==> src/rtl/seq_divider_if.sv <==
// -----------------------------------------------------------------------------
// seq_divider_if
//   Operand / result handshake bundle for seq_divider.
//   master : operand producer and result consumer
//            drives in_valid, dividend, divisor, is_signed, out_ready
//   slave  : the divider
//            drives in_ready, out_valid, quotient, remainder, div_zero
// -----------------------------------------------------------------------------
interface seq_divider_if #(
    parameter int WIDTH = 32
);
    logic             in_valid;
    logic             in_ready;
    logic [WIDTH-1:0] dividend;
    logic [WIDTH-1:0] divisor;
    logic             is_signed;
    logic             out_valid;
    logic             out_ready;
    logic [WIDTH-1:0] quotient;
    logic [WIDTH-1:0] remainder;
    logic             div_zero;

    modport master (
        output in_valid, dividend, divisor, is_signed, out_ready,
        input  in_ready, out_valid, quotient, remainder, div_zero
    );

    modport slave (
        input  in_valid, dividend, divisor, is_signed, out_ready,
        output in_ready, out_valid, quotient, remainder, div_zero
    );
endinterface

==> src/rtl/seq_divider.sv <==
// -----------------------------------------------------------------------------
// seq_divider
//   Iterative radix-2 non-restoring integer divider, one quotient bit per
//   cycle, one division in flight. Signed mode truncates toward zero and the
//   remainder follows the dividend's sign.
//
//   Ports
//     clk   : rising-edge clock
//     rst   : synchronous active-high reset
//     bus   : seq_divider_if.slave
//               in_valid/in_ready + dividend, divisor, is_signed  (operands)
//               out_valid/out_ready + quotient, remainder, div_zero (result)
//
//   Latency (accept edge to out_valid): WIDTH+2 normally, 1 for divide by zero
//   and for signed most-negative / -1.
// -----------------------------------------------------------------------------
module seq_divider #(
    parameter int WIDTH = 32,
    parameter int CNT_W = 6
) (
    input  logic         clk,
    input  logic         rst,
    seq_divider_if.slave bus
);

    typedef enum logic [1:0] {IDLE, ITER, FIX, DONE} state_e;

    state_e           state_q, state_d;
    logic [CNT_W-1:0] cnt_q, cnt_d;
    logic [WIDTH:0]   p_q, p_d;          // signed partial remainder
    logic [WIDTH-1:0] q_q, q_d;          // dividend shifts out, quotient shifts in
    logic [WIDTH-1:0] d_q, d_d;          // |divisor|
    logic             sgn_q, sgn_d;
    logic             aneg_q, aneg_d;
    logic             bneg_q, bneg_d;
    logic             dz_q, dz_d;
    logic             out_valid_q, out_valid_d;
    logic [WIDTH-1:0] quot_q, quot_d;
    logic [WIDTH-1:0] rem_q, rem_d;
    logic             div_zero_q, div_zero_d;

    logic             in_ready;
    logic             accept;
    logic             a_neg, b_neg;
    logic [WIDTH-1:0] a_abs, b_abs;
    logic             is_div0, is_ovf;
    logic [WIDTH:0]   shifted, step;
    logic [WIDTH-1:0] rfix, fix_q, fix_r;

    assign in_ready = (state_q == IDLE) && !rst;
    assign accept   = bus.in_valid && in_ready;

    // Operand preprocessing at accept time
    assign a_neg   = bus.is_signed && bus.dividend[WIDTH-1];
    assign b_neg   = bus.is_signed && bus.divisor[WIDTH-1];
    assign a_abs   = a_neg ? (~bus.dividend + 1'b1) : bus.dividend;
    assign b_abs   = b_neg ? (~bus.divisor + 1'b1) : bus.divisor;
    assign is_div0 = (bus.divisor == '0);
    assign is_ovf  = bus.is_signed
                  && (bus.dividend == {1'b1, {(WIDTH-1){1'b0}}})
                  && (bus.divisor == '1);

    // One non-restoring step. The shifted value may wrap in WIDTH+1 bits, but
    // the add/sub result always lands back in [-D, D), so modular arithmetic
    // gives the right partial remainder.
    assign shifted = {p_q[WIDTH-1:0], q_q[WIDTH-1]};
    assign step    = p_q[WIDTH] ? (shifted + {1'b0, d_q}) : (shifted - {1'b0, d_q});

    // Final correction: a negative remainder gets the divisor added back; the
    // corrected value is in [0, D) so WIDTH bits suffice.
    assign rfix  = p_q[WIDTH] ? (p_q[WIDTH-1:0] + d_q) : p_q[WIDTH-1:0];
    assign fix_q = (sgn_q && (aneg_q ^ bneg_q)) ? (~q_q + 1'b1) : q_q;
    assign fix_r = (sgn_q && aneg_q) ? (~rfix + 1'b1) : rfix;

    always_comb begin
        state_d     = state_q;
        cnt_d       = cnt_q;
        p_d         = p_q;
        q_d         = q_q;
        d_d         = d_q;
        sgn_d       = sgn_q;
        aneg_d      = aneg_q;
        bneg_d      = bneg_q;
        dz_d        = dz_q;
        out_valid_d = out_valid_q;
        quot_d      = quot_q;
        rem_d       = rem_q;
        div_zero_d  = div_zero_q;

        case (state_q)
            IDLE: begin
                if (accept) begin
                    sgn_d  = bus.is_signed;
                    aneg_d = a_neg;
                    bneg_d = b_neg;
                    d_d    = b_abs;
                    cnt_d  = '0;
                    dz_d   = 1'b0;
                    // Special results are parked in q/p so DONE publishes
                    // every result the same way.
                    if (is_div0) begin
                        q_d     = '1;
                        p_d     = {1'b0, bus.dividend};
                        dz_d    = 1'b1;
                        state_d = DONE;
                    end else if (is_ovf) begin
                        q_d     = bus.dividend;
                        p_d     = '0;
                        state_d = DONE;
                    end else begin
                        q_d     = a_abs;
                        p_d     = '0;
                        state_d = ITER;
                    end
                end
            end
            ITER: begin
                p_d   = step;
                q_d   = {q_q[WIDTH-2:0], ~step[WIDTH]};
                cnt_d = cnt_q + 1'b1;
                if (cnt_q == CNT_W'(WIDTH - 1)) begin
                    state_d = FIX;
                end
            end
            FIX: begin
                q_d     = fix_q;
                p_d     = {1'b0, fix_r};
                state_d = DONE;
            end
            DONE: begin
                // First DONE cycle loads the output registers; they then hold
                // until the consumer takes them.
                if (!out_valid_q) begin
                    out_valid_d = 1'b1;
                    quot_d      = q_q;
                    rem_d       = p_q[WIDTH-1:0];
                    div_zero_d  = dz_q;
                end else if (bus.out_ready) begin
                    out_valid_d = 1'b0;
                    state_d     = IDLE;
                end
            end
            default: state_d = IDLE;
        endcase
    end

    always_ff @(posedge clk) begin
        if (rst) begin
            state_q     <= IDLE;
            cnt_q       <= '0;
            p_q         <= '0;
            q_q         <= '0;
            d_q         <= '0;
            sgn_q       <= 1'b0;
            aneg_q      <= 1'b0;
            bneg_q      <= 1'b0;
            dz_q        <= 1'b0;
            out_valid_q <= 1'b0;
            quot_q      <= '0;
            rem_q       <= '0;
            div_zero_q  <= 1'b0;
        end else begin
            state_q     <= state_d;
            cnt_q       <= cnt_d;
            p_q         <= p_d;
            q_q         <= q_d;
            d_q         <= d_d;
            sgn_q       <= sgn_d;
            aneg_q      <= aneg_d;
            bneg_q      <= bneg_d;
            dz_q        <= dz_d;
            out_valid_q <= out_valid_d;
            quot_q      <= quot_d;
            rem_q       <= rem_d;
            div_zero_q  <= div_zero_d;
        end
    end

    assign bus.in_ready  = in_ready;
    assign bus.out_valid = out_valid_q;
    assign bus.quotient  = quot_q;
    assign bus.remainder = rem_q;
    assign bus.div_zero  = div_zero_q;

endmodule

==> src/flat_wrapper.sv <==
// flat-port wrapper written by rule: the top's interface ports become plain ports
module seq_divider_flat 
#(
    parameter int WIDTH = 32,
    parameter int CNT_W = 6
)
  (clk, rst, bus_in_valid, bus_dividend, bus_divisor, bus_is_signed, bus_out_ready, bus_in_ready, bus_out_valid, bus_quotient, bus_remainder, bus_div_zero);
  seq_divider_if #(.WIDTH(WIDTH)) bus_i ();
  input  logic clk;
  input  logic rst;
  input wire logic [$bits(bus_i.in_valid)-1:0] bus_in_valid;
  input wire logic [$bits(bus_i.dividend)-1:0] bus_dividend;
  input wire logic [$bits(bus_i.divisor)-1:0] bus_divisor;
  input wire logic [$bits(bus_i.is_signed)-1:0] bus_is_signed;
  input wire logic [$bits(bus_i.out_ready)-1:0] bus_out_ready;
  output wire logic [$bits(bus_i.in_ready)-1:0] bus_in_ready;
  output wire logic [$bits(bus_i.out_valid)-1:0] bus_out_valid;
  output wire logic [$bits(bus_i.quotient)-1:0] bus_quotient;
  output wire logic [$bits(bus_i.remainder)-1:0] bus_remainder;
  output wire logic [$bits(bus_i.div_zero)-1:0] bus_div_zero;
  assign bus_i.in_valid = bus_in_valid;
  assign bus_i.dividend = bus_dividend;
  assign bus_i.divisor = bus_divisor;
  assign bus_i.is_signed = bus_is_signed;
  assign bus_i.out_ready = bus_out_ready;
  assign bus_in_ready = bus_i.in_ready;
  assign bus_out_valid = bus_i.out_valid;
  assign bus_quotient = bus_i.quotient;
  assign bus_remainder = bus_i.remainder;
  assign bus_div_zero = bus_i.div_zero;
  seq_divider #(.WIDTH(WIDTH), .CNT_W(CNT_W)) u_core (.clk(clk), .rst(rst), .bus(bus_i));
endmodule
==> config.mk <==
export PLATFORM = sky130hd
export DESIGN_NAME = seq_divider_flat
export DESIGN_NICKNAME = d
export VERILOG_FILES = /design/src/rtl/seq_divider_if.sv /design/src/rtl/seq_divider.sv /design/src/flat_wrapper.sv
export SDC_FILE = /design/constraint.sdc
export NUM_CORES = 1
export LEC_CHECK = 0
export CAP_MARGIN = 20
export CORE_UTILIZATION = 40
export DETAILED_ROUTE_END_ITERATION = 8
export SYNTH_ARGS = -nofsm -noshare
export SYNTH_HDL_FRONTEND = slang
export SYNTH_SLANG_ARGS = --single-unit
export TNS_END_PERCENT = 10
==> constraint.sdc <==
create_clock -name clk -period 9.7 [get_ports clk]
set_input_delay 1.94 -clock clk [delete_from_list [all_inputs] [get_ports clk]]
set_output_delay 1.94 -clock clk [all_outputs]
set_load 0.02 [all_outputs]
# == After elaboration in Yosys (flattened, before gate mapping) ==
# Cells that the tools add are included.
# totals
memories,0
reg_bits,175
rom_bits,0
latch_bits,0
ramBits,0
# op_classes
add_sub_neg,8
div_mod_pow,0
n_lt_le_gt_ge,0
n_eq_ne,11
bitwise_logic,7
muxes,25
n_shift,0
mul,0
n_reduce_logical,19
# ops
operator,n
$mux W32,9
$add A32 B1 Y32 const B,4
$not A32 Y32,4
$pmux W33 S3,1
$pmux W32 S3,1
$mux W33,2
$eq A32 B32 Y1 const B,2
$add A33 B32 Y33,1
$sub A33 B32 Y33,1
$add A32 B32 Y32,1
$logic_not A32 Y1,1
$mux W2,6
$pmux W6 S2,1
$logic_and A1 B1 Y1,8
$ne A2 B1 Y1 const B,4
$pmux W2 S4,1
$reduce_and A2 Y1,4
$add A6 B1 Y6 const B,1
$eq A6 B5 Y1 const B,1
$mux W6,1
$eq A2 B2 Y1 const B,2
$reduce_and A4 Y1,1
$mux W1,3
$reduce_and A3 Y1,1
other kinds (8),9

# == Logic depth before layout (Yosys ltp) ==
# Gate-level depths: netlist (run 1).
# depth
word_depth,7
ltp_mapped,22

# == Worst setup path after synthesis (run 1) ==
# OpenSTA, ideal clock, no wires.
# synth_path
path_kind,register -> register
start,register u_core.p_q[32]
end,register u_core.p_q[31]
path_buffers,7
slack_ns,4.714
t_arrival_ns,4.863
path_stages_with_launch,22
period_less_slack_ns,4.986
required_ns,9.578
setup_ns,0.122
path_cell_list,dfxtp_1 clkbuf_1 buf_6 clkbuf_1 clkbuf_1 buf_1 clkbuf_1 buf_1 nor2_1 xor2_1 ha_1 o21ai_0 o21ai_0 a221o_1 a21oi_1 o41a_1 o21a_1 o31ai_1 nor2_1 a41oi_1 a21oi_1 nand3b_1
# synth_via
elab_chain_len,5
word_cells_on_any_way,6
classes_between,add/sub (1); mux (4); bitwise (1)
# synth_rtl
item,line_no,source
start: declaration,seq_divider.sv:30,"logic [WIDTH:0] p_q, p_d;"
start signal: assignment,seq_divider.sv:165,p_q <= p_d;
$mux W32,seq_divider.sv:71,assign rfix = p_q[WIDTH] ? (p_q[WIDTH-1:0] + d_q) : p_q[WIDTH-1:0];
$not A32 Y32,seq_divider.sv:73,assign fix_r = (sgn_q && aneg_q) ? (~rfix + 1'b1) : rfix;
$add A32 B1 Y32,seq_divider.sv:73,
$mux W32,seq_divider.sv:73,
$pmux W33 S3 (*),seq_divider.sv:90,case (state_q)
# Mark *: on every way between the ends. The rest lies on a longest branch, timed or not.
# A chain may end at the register's enable or synchronous reset.

# == Final worst setup path (run 1) ==
# layout_path
start,input rst
end,output bus_in_ready
# layout_via
elab_chain_len,2
# layout_rtl
item,line_no,source
start: declaration,flat_wrapper.sv:10,input logic rst;
$logic_not A1 Y1,seq_divider.sv:50,assign in_ready = (state_q == IDLE) && !rst;
$logic_and A1 B1 Y1,seq_divider.sv:50,
end: declaration,flat_wrapper.sv:16,output wire logic [$bits(bus_i.in_ready)-1:0] bus_in_ready;
# No other way between the ends.

==> run_results.csv, run 1 <==
group,metric,value,unit
sta,slew_viol_final,0,
grt,grt_max_degree,68,
cells_and_area,antenna_cells,0,
flow_run,drv_cap,0,
sta,slew_headroom,32.1,%
drt,drt_iter0_drc,1402,
hold_path,hold_start,"u_core.bus.remainder[9]",
drt,postRouteAntennaNets,0,
pwr,p_total,0.00420,W
cells_and_area,finalNetCount,2235,
drt,route.vias.total,15400,
floorplan,die_area,37500,um2
sta,layout_min_cycle_time,5690,ps
sta,rsz0062_at_grt,"false",
pwr,power-per-cell-area,249,nW/um2
grt,grt_usage,26.7,%
yosys,ys_types,98,
yosys,yosysWarnings,0,
place,place.gp.congestion,0.900,
grt,gr-total-overflow,0,
yosys,synth-async-reset-ratio,0,%
yosys,synth_fp_nets,2184,
run_status,status,"finished, final reports clean",
grt,antenna_found_initial,0,
drt,vias_per_cell,6.02,
floorplan,start_util,41.0,%
cts,cts.htree.levels,4,
yosys,synth_area_per_cell,7.20,um2
critical_path,crit_buf_inv,3,
critical_path,critPathLaunch,"rst",
sta,finalSetupViolCount,0,
critical_path,start_kind,"input port",
yosys,netlist_area,14700,um2
yosys,synthCells,2037,
yosys,yosysTopAreaCellShare,23.9,%
floorplan,rows,69,
pwr,seqPwrFrac,26.7,%
cts,cts_tree,"built",
pwr,swShare,47.8,%
critical_path,critical_path_class,"input port to output port",
yosys,ys_top_cells_by_area,"dfxtp_1 (24%), a21oi_1 (8.4%), ha_1 (6.5%)",
cts,cts_num_sinks,175,
drt,route.detailed.drc,0,
sta,hold_violations,0,
critical_path,cp_top_family,"buffers and inverters",
yosys,synth_edf_count,0,
grt,grt_pass1_wl,79500,um
critical_path,end_kind,"output port",
critical_path,path_common_cell,"buf_4",
cts,cts_root_buf,"clkbuf_16",
yosys,ys_seq_area_share,23.9,%
pwr,total_leakage_power,6.05,nW
drt,firstDrtPassIters,6,
sta,period_share,58.6,%
drt,wirelength,51600,um
sta,fmax,176,MHz
critical_path,crit_arrival,3750,ps
cells_and_area,fillers,3656,
drt,detail_route.wl_per_cell,20.2,um
yosys,synth_seq_cells,175,
pwr,clkPwrFrac,17.8,%
pwr,comb_power_share,55.5,%
cells_and_area,syn_to_final_growth,14.9,%
critical_path,r2r-start,"u_core.d_q[6]",
cts,clk_pin_slew_worst_paths,60,ps
yosys,synthFlopType,"dfxtp_1",
cts,cts_setup_buffers,0,
pwr,irDropWorstVdd,0.137,mV
critical_path,crit_chain,"buf_4, buf_4, nor2_1, clkdlybuf4s50_1",
yosys,synth_top_cell_by_area,"dfxtp_1",
cts,cts_buffers,17,
sta,setup-tns-final,0,ps
sta,fin_skew,12.9,ps
cts,clock_path_buffers,2,
floorplan,coreArea,35800,um2
cells_and_area,layout.cells.non_filler,2559,
critical_path,critPathRequiredTime,7760,ps
pwr,power.switching,0.00201,W
place,dp_hpwl,39800,um
critical_path,crit_slowest_cell,"buf_4",
cells_and_area,final_layout_size_suffix_gt1_share,4.48,%
cts,post_cts_resize_count,0,
cts,clk_latency,460,ps
cts,cts_hold_buf,0,
place,numPortBuffers,135,
sta,tightest_slew,1010,ps
grt,grt_pass1_vias,14000,
place,placedCellCount,2530,
floorplan,dieHeight,194,um
critical_path,crit_fanout,58,
floorplan,io-pin-count,136,
critical_path,slowest_delay,650,ps
hold_path,hp-class,"register to register",
floorplan,dieWidth,194,um
pwr,intPower,0.00219,W
worst reg2reg max path, delay by kind of cell, from the launching register on:
kind | cells | cell delay, ps
and+or+nand+nor | 12 | 3200
AOI/OAI and AO/OA | 5 | 1180
adders and majority gates | 1 | 380
xor gates and xnor gates | 2 | 390
DFF | 1 | 400
cell usage after synthesis (6+ instances only):
master,n
dfxtp_1,175
a31oi_1,26
o31ai_1,14
clkbuf_1,84
or4_1,8
mux2i_1,19
nand3b_1,14
buf_4,6
nor3b_1,6
nor3_1,61
o21a_1,13
a22oi_1,29
a41oi_1,6
o21bai_1,7
xnor2_1,82
and3_1,13
o211ai_1,18
buf_1,23
o22ai_1,9
nor2b_1,14
or3_1,18
and2_1,7
o211a_1,7
a21o_1,21
nand4_1,22
o21ai_0,184
a211oi_1,38
a21oi_1,246
a221oi_1,19
nor4_1,25
nand2b_1,25
a21boi_0,8
xor2_1,76
ha_1,76
nand3_1,67
nor2_1,161
inv_1,47
nand2_1,247
a311oi_1,6
power by group through the flow:
stage          combinational, W  clock [W]  sequential, W
3_3_place_gp            0.00225          0        0.00112
5_1_grt                 0.00256   0.000783        0.00114
6_report                0.00233   0.000748        0.00112
3_5_place_dp            0.00228          0        0.00112
2_1_floorplan           0.00181          0       0.000982
4_1_cts                 0.00229   0.000757        0.00111
final timing paths:
kind	end	slack [ps]	depth (start not counted)
setup / recovery	bus_in_ready	4010	4
hold / removal	u_core.bus.remainder[9]	450	2
setup reg to reg	u_core.q_q[0]	4090	20
hold reg to reg	u_core.bus.remainder[9]	450	2
area by class of cell:
class	instances	area (um2)	area share [%]
Inverter	48	180	1.07
Clock buffer	19	443	2.63
Timing Repair Buffer	152	1480	8.75
Multi-Input combinational cell	1694	10500	62.4
Sequential cell	175	3500	20.8
Clock inverter	10	163	0.964
Tap cell	461	577	3.42
routing by layer:
layer	share of wire [%]	up-vias	global-route usage, %
met5	0	-	0
met4	2.1	0	7.70
met3	6.3	67	2.88
met2	44	531	42.8
met1	47	7243	37.7
li1	-	7557	-
placed cells by master (no fill, tap or decap), drive strengths merged, types with 7 or more instances in the layout:
master	count
nand2	247
a21oi	246
o21ai	189
dfxtp	175
nor2	163
clkdlybuf4s50	134
xnor2	82
xor2	76
ha	76
nand3	67
nor3	64
inv	50
a211oi	39
a22oi	29
a31oi	27
nor4	26
nand2b	25
a21o	24
nand4	23
or3	21
mux2i	19
a221oi	19
clkbuf	19
o211ai	18
buf	18
nand3b	14
o31ai	14
nor2b	14
and3	14
o21a	13
o22ai	9
or4	8
and2	8
a21boi	8
o211a	7
o21bai	7
a311oi	7
kinds of logic after synthesis:
logic type	share of synthesized area, %
AO/OA/AOI/OAI	29.9
XOR/XNOR	9.43
adder cells (fa/ha/maj)	6.75
buffers and inverters	4.65
flip-flops	23.9
multiplexers	1.68
AND/OR/NAND/NOR	23.7
registers in the layout, indices dropped and copies added, names as in the netlist:
register	count
u_core.bus.out_valid	1
u_core.bus.quotient	32
u_core.aneg_q	1
u_core.bus.remainder	32
u_core.state_q	2
u_core.d_q	32
u_core.bus.div_zero	1
u_core.bneg_q	1
u_core.dz_q	1
u_core.sgn_q	1
u_core.cnt_q	6
u_core.p_q	33
u_core.q_q	32
stage by stage:
step                worst slack, ps  utilization (%)  instance area [um2]  hold WS [ps]
global route                   3750             47.1                16900           476
finish                         4010             47.1                16900           452
CTS                            4010             47.1                16900           457
floorplan                      4710                -                14700           432
global placement               3670             45.4                16300           444
detailed placement             3670             45.4                16300           448
(Power assumes the default switching activity.)
==> inputs of run 2 (changes only) <==
==> constraint.sdc (replaced) <==
create_clock -name clk -period 4.72 [get_ports clk]
set_input_delay 0.944 -clock clk [delete_from_list [all_inputs] [get_ports clk]]
set_output_delay 0.944 -clock clk [all_outputs]
set_load 0.02 [all_outputs]
==> run 2 against run 1 <==
Net effect: global-route usage grew 1.7 points; critical path type is now register to register; sequential share of layout area is 0.44 points lower; clock skew shrank 4.9 ps; utilization increased by 1.0 points; setup slack worse by 3700 ps; wire length increased by 4.1%; worst hold slack better by 2.7 ps.
==> run_results.csv, run 2 (synthesis gave the netlist of run 1 again) <==
group,metric,value,unit
place,numPortBuffers,135,
drt,route.detailed.drc,0,
drt,route.vias.total,15700,
pwr,total_leakage_power,6.31,nW
pwr,seqPwrFrac,25.7,%
drt,postRouteAntennaNets,0,
critical_path,critPathRequiredTime,5090,ps
pwr,clkPwrFrac,15.6,%
sta,finalWorstSetupSlack,290,ps
pwr,power.switching,0.00424,W
sta,slew_headroom,24.5,%
drt,firstDrtPassIters,6,
floorplan,dieHeight,194,um
cts,cts_root_buf,"clkbuf_16",
drt,drt_iter0_drc,1706,
place,dp_hpwl,41400,um
cells_and_area,largest_register_ff_count,33,
cts,cts_num_sinks,175,
cts,clk_latency,450,ps
cells_and_area,antenna_cells,0,
critical_path,crit_chain,"or4_1, nor4_2, nand2_1, nor4_2, and2_1, nor2_1, xor2_1, ha_1, nand3_1, nor4_1, o211ai_1, o211ai_1, a21oi_1, nand3_1, nand3_1, a21oi_1, xnor2_1, nand2_1, a221oi_1",
cells_and_area,finalNetCount,2290,
pwr,intPower,0.00443,W
cts,cts.htree.levels,4,
critical_path,rr_worst_depth,19,
cells_and_area,seq_area,3500,um2
critical_path,path_common_cell,"nand3_1",
floorplan,coreArea,35800,um2
cells_and_area,layout_commonest_cell,"nand2_1",
sta,fin_skew,7.99,ps
critical_path,slowest_delay,620,ps
floorplan,start_util,41.0,%
cts,cts_hold_buf,0,
sta,period_share,93.9,%
cts,cts_setup_buffers,0,
cells_and_area,final_cell_mix,"nand2_1 (247), a21oi_1 (245), o21ai_0 (184), dfxtp_1 (174), nor2_1 (160)",
grt,antenna_found_initial,1,
hold_path,holdPathStages,2,
hold_path,hp-class,"register to register",
cells_and_area,syn_to_final_growth,17.4,%
pwr,comb_power_share,58.7,%
sta,layout_min_cycle_time,4430,ps
sta,slew_viol_final,0,
floorplan,io-pin-count,136,
place,place_ws,39.6,ps
floorplan,rows,69,
critical_path,critical_path_class,"register to register",
pwr,power-per-cell-area,503,nW/um2
sta,hold_violations,0,
cts,clock_path_buffers,2,
flow_run,drv_cap,0,
critical_path,start_kind,"register",
pwr,p_total,0.00866,W
cts,clk_pin_slew_worst_paths,70,ps
cells_and_area,multi_input_area,10500,um2
critical_path,crit_slowest_cell,"or4_1",
run_status,status,"finished, final reports clean",
cells_and_area,fillers,3668,
critical_path,r2r_slack,290,ps
cells_and_area,regMostFlops,"u_core.p_q",
pwr,swShare,48.9,%
place,place.gp.congestion,0.961,
sta,finalSetupViolCount,0,
drt,detail_route.wl_per_cell,20.6,um
grt,gr-total-overflow,0,
sta,tightest_slew,1130,ps
floorplan,dieWidth,194,um
cts,cts_buffers,17,
critical_path,end_kind,"register",
cells_and_area,finish.instance_area,17200,um2
cells_and_area,final_layout_size_suffix_gt1_share,7.15,%
pwr,irDropWorstVdd,0.273,mV
sta,fmax,226,MHz
floorplan,die_area,37500,um2
grt,grt_max_degree,71,
grt,grt_usage,28.4,%
critical_path,crit_fanout,5,
critical_path,crit_arrival,4800,ps
grt,grt_pass1_vias,14700,
cts,post_cts_resize_count,0,
drt,vias_per_cell,6.00,
cts,cts_tree,"built",
grt,grt_pass1_wl,84000,um
drt,wirelength,53800,um
place,place_area,16700,um2
[run 2: cell count changes in the layout (fill, tap and decap cells not counted), sizes merged]
| cell | before | now |
|---|---|---|
| buf | 18 | 73 |
| bufinv | 4 | 0 |
| clkbuf | 19 | 20 |
| clkinv | 2 | 4 |
| clkinvlp | 2 | 3 |
| inv | 50 | 52 |
[run 2: through the flow]
stage                     hold slack, ps  utilization (%)  setup TNS, ps  std cells
after floorplan                      432                -              0       2037
after global placement               441             46.5              0       2584
after detailed placement             448             46.5              0       2584
after CTS                            457             48.0              0       2615
after global routing                 474             48.1          -19.3       2616
final                                455             48.1              0       2616
[run 2: layout make-up]
| type | instances | area share (%) |
|---|---|---|
| Inverter | 48 | 1.05 |
| Sequential cell | 175 | 20.3 |
| Multi-Input combinational cell | 1694 | 61.2 |
| Clock buffer | 20 | 2.59 |
| Clock inverter | 11 | 0.486 |
| Timing Repair Buffer | 207 | 11.0 |
| Tap cell | 461 | 3.35 |
[run 2: critical path, delay by kind of cell (launching register included)]
| kind | cells | cell delay [ps] |
|---|---|---|
| AO/OA/AOI/OAI | 5 | 870 |
| XOR/XNOR | 2 | 350 |
| adder cells (fa/ha/maj) | 1 | 390 |
| flip-flops | 1 | 310 |
| AND/OR/NAND/NOR | 11 | 2430 |
[run 2: layer usage]
| layer | GRT usage, % | vias up | wire, um | part of all wire (%) |
|---|---|---|---|---|
| met5 | 0 | - | 0 | 0 |
| met4 | 10.5 | 0 | 1580 | 2.9 |
| met3 | 3.94 | 80 | 3760 | 7.0 |
| met2 | 44.7 | 598 | 23600 | 44 |
| met1 | 39.3 | 7364 | 24800 | 46 |
| li1 | - | 7660 | - | - |
[run 2: power by group through the flow]
stage	clock network [W]	logic (W)	registers [W]
2_1_floorplan	0	0.00372	0.00202
3_5_place_dp	0	0.00495	0.00223
5_1_grt	0.00143	0.00560	0.00227
3_3_place_gp	0	0.00491	0.00223
6_report	0.00135	0.00508	0.00223
4_1_cts	0.00138	0.00497	0.00220
[run 2: final timing paths]
check | endpoint | from
max | u_core.q_q[0] | u_core.d_q[6]
min reg2reg | u_core.bus.quotient[4] | u_core.bus.quotient[4]
max reg2reg | u_core.q_q[0] | u_core.d_q[6]
min | u_core.bus.quotient[4] | u_core.bus.quotient[4]
==> inputs of run 3 (changes only) <==
--- a/config.mk
+++ b/config.mk
@@ -6,6 +6,7 @@
 export NUM_CORES = 1
 export LEC_CHECK = 0
 export CAP_MARGIN = 20
+export CORE_MARGIN = 2
 export CORE_UTILIZATION = 40
 export DETAILED_ROUTE_END_ITERATION = 8
 export SYNTH_ARGS = -nofsm -noshare
==> constraint.sdc (replaced) <==
create_clock -name clk -period 4.2 [get_ports clk]
set_input_delay 0.84 -clock clk [delete_from_list [all_inputs] [get_ports clk]]
set_output_delay 0.84 -clock clk [all_outputs]
set_load 0.02 [all_outputs]
==> run 3 against run 2 <==
Net effect: clock-buffer cell count shrank 1; first-iteration DRC count decreased by 33%; non-clock buffer count up 80; maximum frequency is 7.6% higher; critical path type unchanged; die area grew 2.1%; critical path depth increased by 3; via count grew 1.4%; clock skew up 4.7 ps.
==> run_results.csv, run 3 (synthesis gave the netlist of run 1 again) <==
group,metric,value,unit
run_status,status,"finished, final reports clean",
place,place.gp.congestion,0.954,
cells_and_area,fillers,3677,
drt,detail_route.wl_per_cell,20.1,um
drt,drt_iter0_drc,1137,
floorplan,dieHeight,196,um
cells_and_area,regMostFlops,"u_core.p_q",
floorplan,io-pin-count,136,
place,place_ws,-192,ps
grt,gr-total-overflow,0,
cells_and_area,antenna_cells,0,
grt,grt_max_degree,71,
sta,slew_headroom,45.4,%
critical_path,crit_arrival,4460,ps
cts,cts_buffers,17,
grt,grt_usage,28.2,%
drt,route.detailed.drc,0,
critical_path,start_kind,"register",
hold_path,whs_endpoint,"u_core.bus.remainder[10]",
flow_run,drv_cap,0,
pwr,total_leakage_power,6.75,nW
critical_path,end_kind,"register",
critical_path,critical_path_class,"register to register",
sta,layout_min_cycle_time,4120,ps
cells_and_area,layout_commonest_cell,"nand2_1",
sta,fmax,243,MHz
cells_and_area,finalNetCount,2370,
sta,slew_viol_final,0,
place,numPortBuffers,135,
cells_and_area,largest_register_ff_count,33,
hold_path,hold_start,"u_core.bus.remainder[10]",
grt,grt_pass1_wl,84700,um
sta,finalWorstSetupSlack,84.4,ps
critical_path,r2r_end,"u_core.p_q[24]",
drt,firstDrtPassIters,5,
cts,clk_pin_slew_worst_paths,70,ps
drt,vias_per_cell,5.89,
hold_path,holdPathStages,2,
cts,cts_root_buf,"clkbuf_16",
cts,cts_hold_buf,0,
critical_path,critPathRequiredTime,4550,ps
pwr,seqPwrFrac,24.1,%
sta,rsz0062_at_grt,"true",
critical_path,r2r_slack,80,ps
sta,fin_skew,12.7,ps
drt,postRouteAntennaNets,0,
cells_and_area,final_cell_mix,"nand2_1 (247), a21oi_1 (242), o21ai_0 (179), dfxtp_1 (173), nor2_1 (160)",
place,place_area,17300,um2
pwr,comb_power_share,59.7,%
pwr,clkPwrFrac,16.2,%
pwr,intPower,0.00539,W
cts,cts.htree.levels,4,
critical_path,r2r-start,"u_core.d_q[6]",
hold_path,hp-class,"register to register",
grt,grt_pass1_vias,15000,
place,dp_hpwl,42700,um
cts,cts_num_sinks,175,
floorplan,rows,70,
floorplan,coreArea,36300,um2
pwr,p_total,0.0102,W
floorplan,die_area,38200,um2
drt,route.vias.total,15900,
sta,tightest_slew,820,ps
cells_and_area,syn_to_final_growth,22.5,%
pwr,irDropWorstVdd,0.318,mV
grt,antenna_found_initial,1,
floorplan,start_util,40.4,%
sta,finalSetupViolCount,0,
critical_path,crit_fanout,3,
sta,hold_violations,0,
cells_and_area,finish.instance_area,18000,um2
place,placedCellCount,2672,
floorplan,dieWidth,196,um
cts,clock_path_buffers,2,
sta,period_share,98.0,%
critical_path,rr_worst_depth,22,
cells_and_area,final_layout_size_suffix_gt1_share,10.9,%
pwr,swShare,47.3,%
drt,wirelength,54300,um
pwr,power-per-cell-area,569,nW/um2
cts,cts_tree,"built",
pwr,power.switching,0.00484,W
cts,clk_latency,460,ps
sta,setup-tns-final,0,ps
cells_and_area,layout.cells.non_filler,2704,
==> run 3: changes by cell type in the layout (fill, tap and decap cells not counted), moves of 3 or more <==
cell | previous run | this run
a21oi_1 | 245 | 242
a21oi_2 | 1 | 4
buf_4 | 72 | 150
inv_8 | 1 | 5
o21ai_0 | 184 | 179
o21ai_1 | 3 | 8
==> run 3: worst max-delay path by stage <==
stage,endpoint,depth (start not counted),from
floorplan,u_core.p_q[26],19,u_core.d_q[6]
global placement,u_core.p_q[24],22,u_core.d_q[6]
detailed placement,u_core.p_q[24],22,u_core.d_q[6]
CTS,u_core.p_q[24],22,u_core.d_q[6]
global route,u_core.p_q[24],20,u_core.d_q[6]
finish,u_core.p_q[24],22,u_core.d_q[6]
==> run 3: final cells by class <==
| cell class | count | area, um2 | share of cell area [%] |
|---|---|---|---|
| Sequential cell | 175 | 3510 | 19.5 |
| Inverter | 48 | 180 | 1.00 |
| Clock buffer | 19 | 453 | 2.52 |
| Tap cell | 468 | 586 | 3.26 |
| Timing Repair Buffer | 287 | 2530 | 14.1 |
| Multi-Input combinational cell | 1694 | 10600 | 58.9 |
| Clock inverter | 13 | 141 | 0.787 |
==> run 3: power groups by stage <==
stage          Combinational [W]  Clock (W)  Sequential [W]
3_3_place_gp             0.00586          0         0.00247
2_1_floorplan            0.00419          0         0.00227
4_1_cts                  0.00595    0.00169         0.00244
3_5_place_dp             0.00592          0         0.00247
6_report                 0.00611    0.00166         0.00247
5_1_grt                  0.00676    0.00176         0.00251
==> run 3: layer usage <==
layer | wire length, um | vias up | global-route usage (%)
li1 | - | 7827 | -
met5 | 0 | - | 0
met2 | 23700 | 570 | 44.4
met4 | 1630 | 0 | 10.3
met3 | 3350 | 81 | 3.30
met1 | 25600 | 7446 | 39.4
==> run 3: per-stage QoR <==
step	hold WS, ps	utilization [%]
4_1_cts	456	49.3
3_5_place_dp	446	47.7
6_report	453	49.5
5_1_grt	469	49.5
2_1_floorplan	432	-
3_3_place_gp	443	47.7
==> run 3: repair_timing <==
item,in CTS,in global routing
setup buffers,0,0
pin swaps,2,3
resized for setup,3,12
setup endpoints to repair,9,13
==> run 3: worst max-delay path, stage by stage (launching register included) <==
cell      delay, ps
dfxtp_1         310
or4_4           560
nor4_4          140
buf_4           160
nand2_1         100
nor4_2          170
buf_4           150
nand2_1          60
nor2_1           90
nor2_1           50
xor2_1          140
ha_1            290
nand3_1         140
nor4_2          180
o211ai_1        120
o211ai_1        190
a211oi_1        130
buf_4           160
buf_4           120
xnor2_1         110
a221oi_1        260
o31ai_1         130
o221a_2         250
